==> src/rtl/oam_sprite_dma.sv <==
// $4014 OAM DMA: stalls the CPU and copies one 256-byte CPU page into OAM from OAMADDR.
// 513 CPU cycles per transfer; 514 on odd starts when OAM_DMA_ODD_ALIGN_EN is defined.
module oam_sprite_dma #(
  parameter int OAM_AW = 8,
  parameter int CPU_AW = 16
) (
  input  logic              clk,
  input  logic              rst_n,
  input  logic              cpu_clk_en,
  input  logic              reg_wr,
  input  logic [7:0]        reg_wdata,
  input  logic [OAM_AW-1:0] oamaddr_in,
  input  logic              cpu_odd,
  output logic              cpu_rdy,
  output logic [CPU_AW-1:0] mem_addr,
  output logic              mem_re,
  input  logic [7:0]        mem_rdata,
  output logic [OAM_AW-1:0] oam_addr,
  output logic              oam_we,
  output logic [7:0]        oam_wdata,
  output logic              dma_busy,
  output logic              dma_done
);

  typedef enum logic [2:0] {
    S_IDLE,
    S_DUMMY,
    S_READ,
    S_WRITE
`ifdef OAM_DMA_ODD_ALIGN_EN
    , S_ALIGN
`endif
  } state_e;

  state_e            state_q, state_d;
  logic [7:0]        page_q, page_d;
  logic [OAM_AW-1:0] cnt_q, cnt_d;
  logic [OAM_AW-1:0] oam_addr_q, oam_addr_d;
  logic [7:0]        oam_wdata_q, oam_wdata_d;
  logic              done_q, done_d;

`ifndef OAM_DMA_ODD_ALIGN_EN
  logic odd_unused;
  assign odd_unused = cpu_odd;
`endif

  always_comb begin
    state_d     = state_q;
    page_d      = page_q;
    cnt_d       = cnt_q;
    oam_addr_d  = oam_addr_q;
    oam_wdata_d = oam_wdata_q;
    done_d      = 1'b0;
    if (cpu_clk_en) begin
      case (state_q)
        S_IDLE: begin
          if (reg_wr) begin
            page_d     = reg_wdata;
            oam_addr_d = oamaddr_in;
            cnt_d      = '0;
            state_d    = S_DUMMY;
          end
        end
        S_DUMMY: begin
`ifdef OAM_DMA_ODD_ALIGN_EN
          state_d = cpu_odd ? S_ALIGN : S_READ;
`else
          state_d = S_READ;
`endif
        end
`ifdef OAM_DMA_ODD_ALIGN_EN
        S_ALIGN: state_d = S_READ;
`endif
        S_READ: begin
          oam_wdata_d = mem_rdata;
          state_d     = S_WRITE;
        end
        S_WRITE: begin
          // OAM address wraps freely; the byte count alone decides termination
          oam_addr_d = oam_addr_q + OAM_AW'(1);
          cnt_d      = cnt_q + OAM_AW'(1);
          if (&cnt_q) begin
            state_d = S_IDLE;
            done_d  = 1'b1;
          end else begin
            state_d = S_READ;
          end
        end
        default: state_d = S_IDLE;
      endcase
    end
  end

  always_ff @(posedge clk or negedge rst_n) begin
    if (!rst_n) begin
      state_q     <= S_IDLE;
      page_q      <= '0;
      cnt_q       <= '0;
      oam_addr_q  <= '0;
      oam_wdata_q <= '0;
      done_q      <= 1'b0;
    end else begin
      state_q     <= state_d;
      page_q      <= page_d;
      cnt_q       <= cnt_d;
      oam_addr_q  <= oam_addr_d;
      oam_wdata_q <= oam_wdata_d;
      done_q      <= done_d;
    end
  end

  // Status decoded straight from state so reset releases the CPU asynchronously
  assign cpu_rdy   = (state_q == S_IDLE);
  assign dma_busy  = (state_q != S_IDLE);
  assign mem_re    = (state_q == S_READ);
  assign oam_we    = (state_q == S_WRITE);
  assign mem_addr  = CPU_AW'({page_q, cnt_q});
  assign oam_addr  = oam_addr_q;
  assign oam_wdata = oam_wdata_q;
  assign dma_done  = done_q;

endmodule

==> config.mk <==
export PLATFORM = sky130hd
export DESIGN_NAME = oam_sprite_dma
export DESIGN_NICKNAME = d
export VERILOG_FILES = /design/src/rtl/oam_sprite_dma.sv
export SDC_FILE = /design/constraint.sdc
export NUM_CORES = 1
export LEC_CHECK = 0
export CORE_MARGIN = 3
export CORE_UTILIZATION = 39
export DETAILED_ROUTE_END_ITERATION = 12
export GPL_TIMING_DRIVEN = 0
export PLACE_DENSITY = 0.76
export RECOVER_POWER = 100
export REMOVE_ABC_BUFFERS = 1
export SLEW_MARGIN = 25
export SYNTH_ARGS = -nofsm -noshare
export SYNTH_HDL_FRONTEND = slang
export SYNTH_SLANG_ARGS = --single-unit
==> constraint.sdc <==
create_clock -name clk -period 1.35 [get_ports clk]
set_input_delay 0.135 -clock clk [delete_from_list [all_inputs] [get_ports clk]]
set_output_delay 0.135 -clock clk [all_outputs]
set_load 0.005 [all_outputs]
==> flow_summary.yaml <==
power:
  leakagePower_uw: 0.00124
  clockPowerShare: 0.159
  switching_share: 0.323
  p_int_uw: 2940
  vdd_drop_max_v: 0.000804
  p_switching_uw: 1400
  pwr-share-comb: 0.459
  power_frac_seq: 0.382
  cellPowerDensity_nw_per_um2: 1560
  finalPower_uw: 4350
grt:
  grt_pass1_wl_um: 7470
  grt_antenna_before_repair: 0
  grt_max_degree: 21
  grt_usage: 0.190
  grt_overflow_total: 0
  first_global_vias: 1492
sta:
  post-route-period-util: 1.06
  slew_viol_final: 0
  setup_violations: 29
  fin_ws_ns: -0.0858
  fmax_ghz: 0.696
  rsz0062_at_grt: "yes"
  tightest_slew_ns: 0.905
  skew_ns: 0.00533
  finalHoldViolCount: 0
  fin_crit_ns: 1.44
  relSlewSlack: 0.397
logic_synthesis:
  synth_area_per_cell_um2: 11.3
  synth-seq-cells: 35
  synth-main-ff-cell: "dfrtp_1"
  synth_top_cell_by_area: "dfrtp_1"
  synth_edf_count: 0
  ys_seq_area_frac: 0.520
  netlist_area_um2: 1680
  synth_top_cell_area_share: 0.520
  synth_area_leaders: "dfrtp_1, mux2_2, a21oi_2"
  yosysWarnings: 0
  synthCells: 149
  ys_types: 36
  synth_async_sr_flop_share: 1.00
cells_and_area:
  instances_no_fill: 292
  nets: 274
  fin_util: 0.682
  drive_gt1_frac: 0.368
  antenna_cells: 0
  final.fill_count: 312
  area_growth_pct: 65.7
worst_setup_path:
  path_cells: "and4bb_4 > buf_6 > o2111ai_2 > xor2_1 > nor2_1"
  reg2reg_slack_ns: -0.09
  cpLargestDelayFamily: "simple AND/OR/NAND/NOR gates"
  rr_endpoint: "cnt_q[5]"
  crit_path_max_incr_delay_ns: 0.46
  rr_startpoint: "state_q[0]"
  critPathSlowestCell: "dfrtp_2"
  critPathKind: "register to register"
  path_buf_inv: 1
  crit_required_ns: 1.57
  cp_max_fo: 6
  crit_arrival_ns: 1.65
  rr_worst_depth: 5
  crit_path_start_kind: "register"
  cp-end-kind: "register"
floorplan:
  fp.dieH_um: 71.7
  io_pins: 66
  die-area_um2: 5140
  coreArea_um2: 4090
  initial_core_util: 0.412
  row_count: 23
  die_w_um: 71.7
clock_network:
  htreeDepth: 2
  tritoncts: "built"
  clock-sinks: 35
  cts_buffers: 5
  insertion_delay_ns: 0.29
  clockBufferDepth: 2
  cts_root_buffer: "clkbuf_8"
  clk_pin_slew_ns: 0.07
min_path:
  min_path_type: "primary input to register"
  min_to: "state_q[0]"
  holdPathStages: 2
  min_from: "cpu_clk_en"
placed_design:
  pre_cts_slack_ns: -0.969
  placed_cells: 256
  hpwl_um: 2810
  placement.io_buffers: 64
  gp_congestion: 0.762
routing:
  drc_errors: 0
  drt-vias-per-instance: 5.08
  routed-via-count: 1483
  drt_iter0_drc: 109
  wire_per_inst_um: 16.4
  ant_nets: 0
  drt-pass1-iter-count: 4
  routed_wl_um: 4800
run:
  max_cap_viol_count: 0
run_status:
  violations: "setup timing"
  status: "complete, but fails checks"
-- power by group through the flow --
stage / sequential (uW) / clock [uW] / combinational, uW
global placement: 1720 / 0 / 1480
CTS: 1630 / 708 / 1880
detailed placement: 1720 / 0 / 1510
floorplan: 1690 / 0 / 613
finish: 1660 / 692 / 2000
global route: 1700 / 755 / 2170
-- per-layer routing --
metal  wire length (um)  global-route usage  vias up  part of all wire
met5                  0                   0        -                 0
met4                 30              0.0501        0            0.0062
met3                278              0.0701        4             0.058
met2               2450               0.295       55              0.51
met1               2040               0.251      714              0.43
li1                   -                   -      710                 -
-- stage by stage --
step	area, um^2	TNS [ns]	hold slack (ns)
after floorplan	1610	-4.81	-0.161
after global routing	2790	-4.30	0.413
after global placement	2320	-43.61	0.488
after detailed placement	2340	-20.00	0.0959
after CTS	2710	-0.667	0.325
final	2790	-1.49	0.372
-- sequential cells by signal (all words and copies together) (netlist names) --
register	flops
oam_wdata	8
oam_addr	8
page_q	8
state_q	2
cnt_q	8
dma_done	1
-- area by class of cell --
class                           count  area [um^2]  share of cell area
Tap cell                           50         62.6              0.0224
Multi-Input combinational cell    102          872               0.313
Clock buffer                        6         72.6              0.0260
Sequential cell                    35          885               0.317
Inverter                            5         22.5             0.00808
Timing Repair Buffer               94          875               0.314
-- cells in the mapped netlist, types with 2 or more instances --
master	number
dfrtp_1	35
mux2_2	17
nor2_1	13
nand2_1	11
a21oi_1	6
a21oi_2	6
o21ai_0	6
inv_1	5
and3_1	4
buf_6	4
nand3_1	4
xor2_1	4
nand4_1	3
nor3_1	3
and2b_1	2
buf_4	2
ha_1	2
mux2i_1	2
o2111ai_1	2
xnor2_1	2
-- worst reg2reg max path, cell delays in order (launching register included) --
cell	delay, ns
dfrtp_2	0.46
and4bb_4	0.39
buf_6	0.13
o2111ai_2	0.11
xor2_1	0.16
nor2_1	0.10
-- cells by family after synthesis --
group | after synthesis | synth area share
AND/OR/NAND/NOR | 45 | 0.133
XOR/XNOR | 6 | 0.0312
multiplexers | 19 | 0.126
adder cells (fa/ha/maj) | 2 | 0.0149
buffers and inverters | 13 | 0.0520
flip-flops | 35 | 0.520
AO/OA/AOI/OAI | 29 | 0.123
-- worst max-delay path by stage --
stage	start	end	slack, ns	cells past startpoint
2_1_floorplan	state_q[1]	oam_addr[0]	-0.38	4
3_3_place_gp	cpu_clk_en	oam_addr[0]	-0.95	5
3_5_place_dp	cpu_clk_en	oam_addr[1]	-0.97	5
4_1_cts	state_q[0]	oam_we	-0.08	4
5_1_grt	state_q[0]	cnt_q[7]	-0.14	5
6_report	state_q[0]	cnt_q[5]	-0.09	5
-- placed cells by master, fill, tap and decap left out, types with 4 or more instances in the layout --
| cell | synthesis | routed |
|---|---|---|
| nand3_1 | 4 | 4 |
| dfrtp_2 | 0 | 7 |
| buf_6 | 4 | 9 |
| nand2_1 | 11 | 9 |
| xor2_1 | 4 | 4 |
| nor2_1 | 13 | 10 |
| buf_4 | 2 | 22 |
| a21oi_1 | 6 | 5 |
| mux2_4 | 0 | 14 |
| dfrtp_1 | 35 | 28 |
| a21oi_2 | 6 | 7 |
| dlygate4sd2_1 | 0 | 7 |
| o21ai_0 | 6 | 5 |
| clkdlybuf4s50_1 | 0 | 48 |
| clkbuf_8 | 0 | 5 |
-- timing repair --
action	CTS	global route
resized for setup	59	25
setup buffers	24	4
hold endpoints to repair	15	0
hold buffers	1	0
cloned	1	0
pin swaps	6	5
endpoints found under the setup margin	50	39
Power figures use the tool's default switching activity.
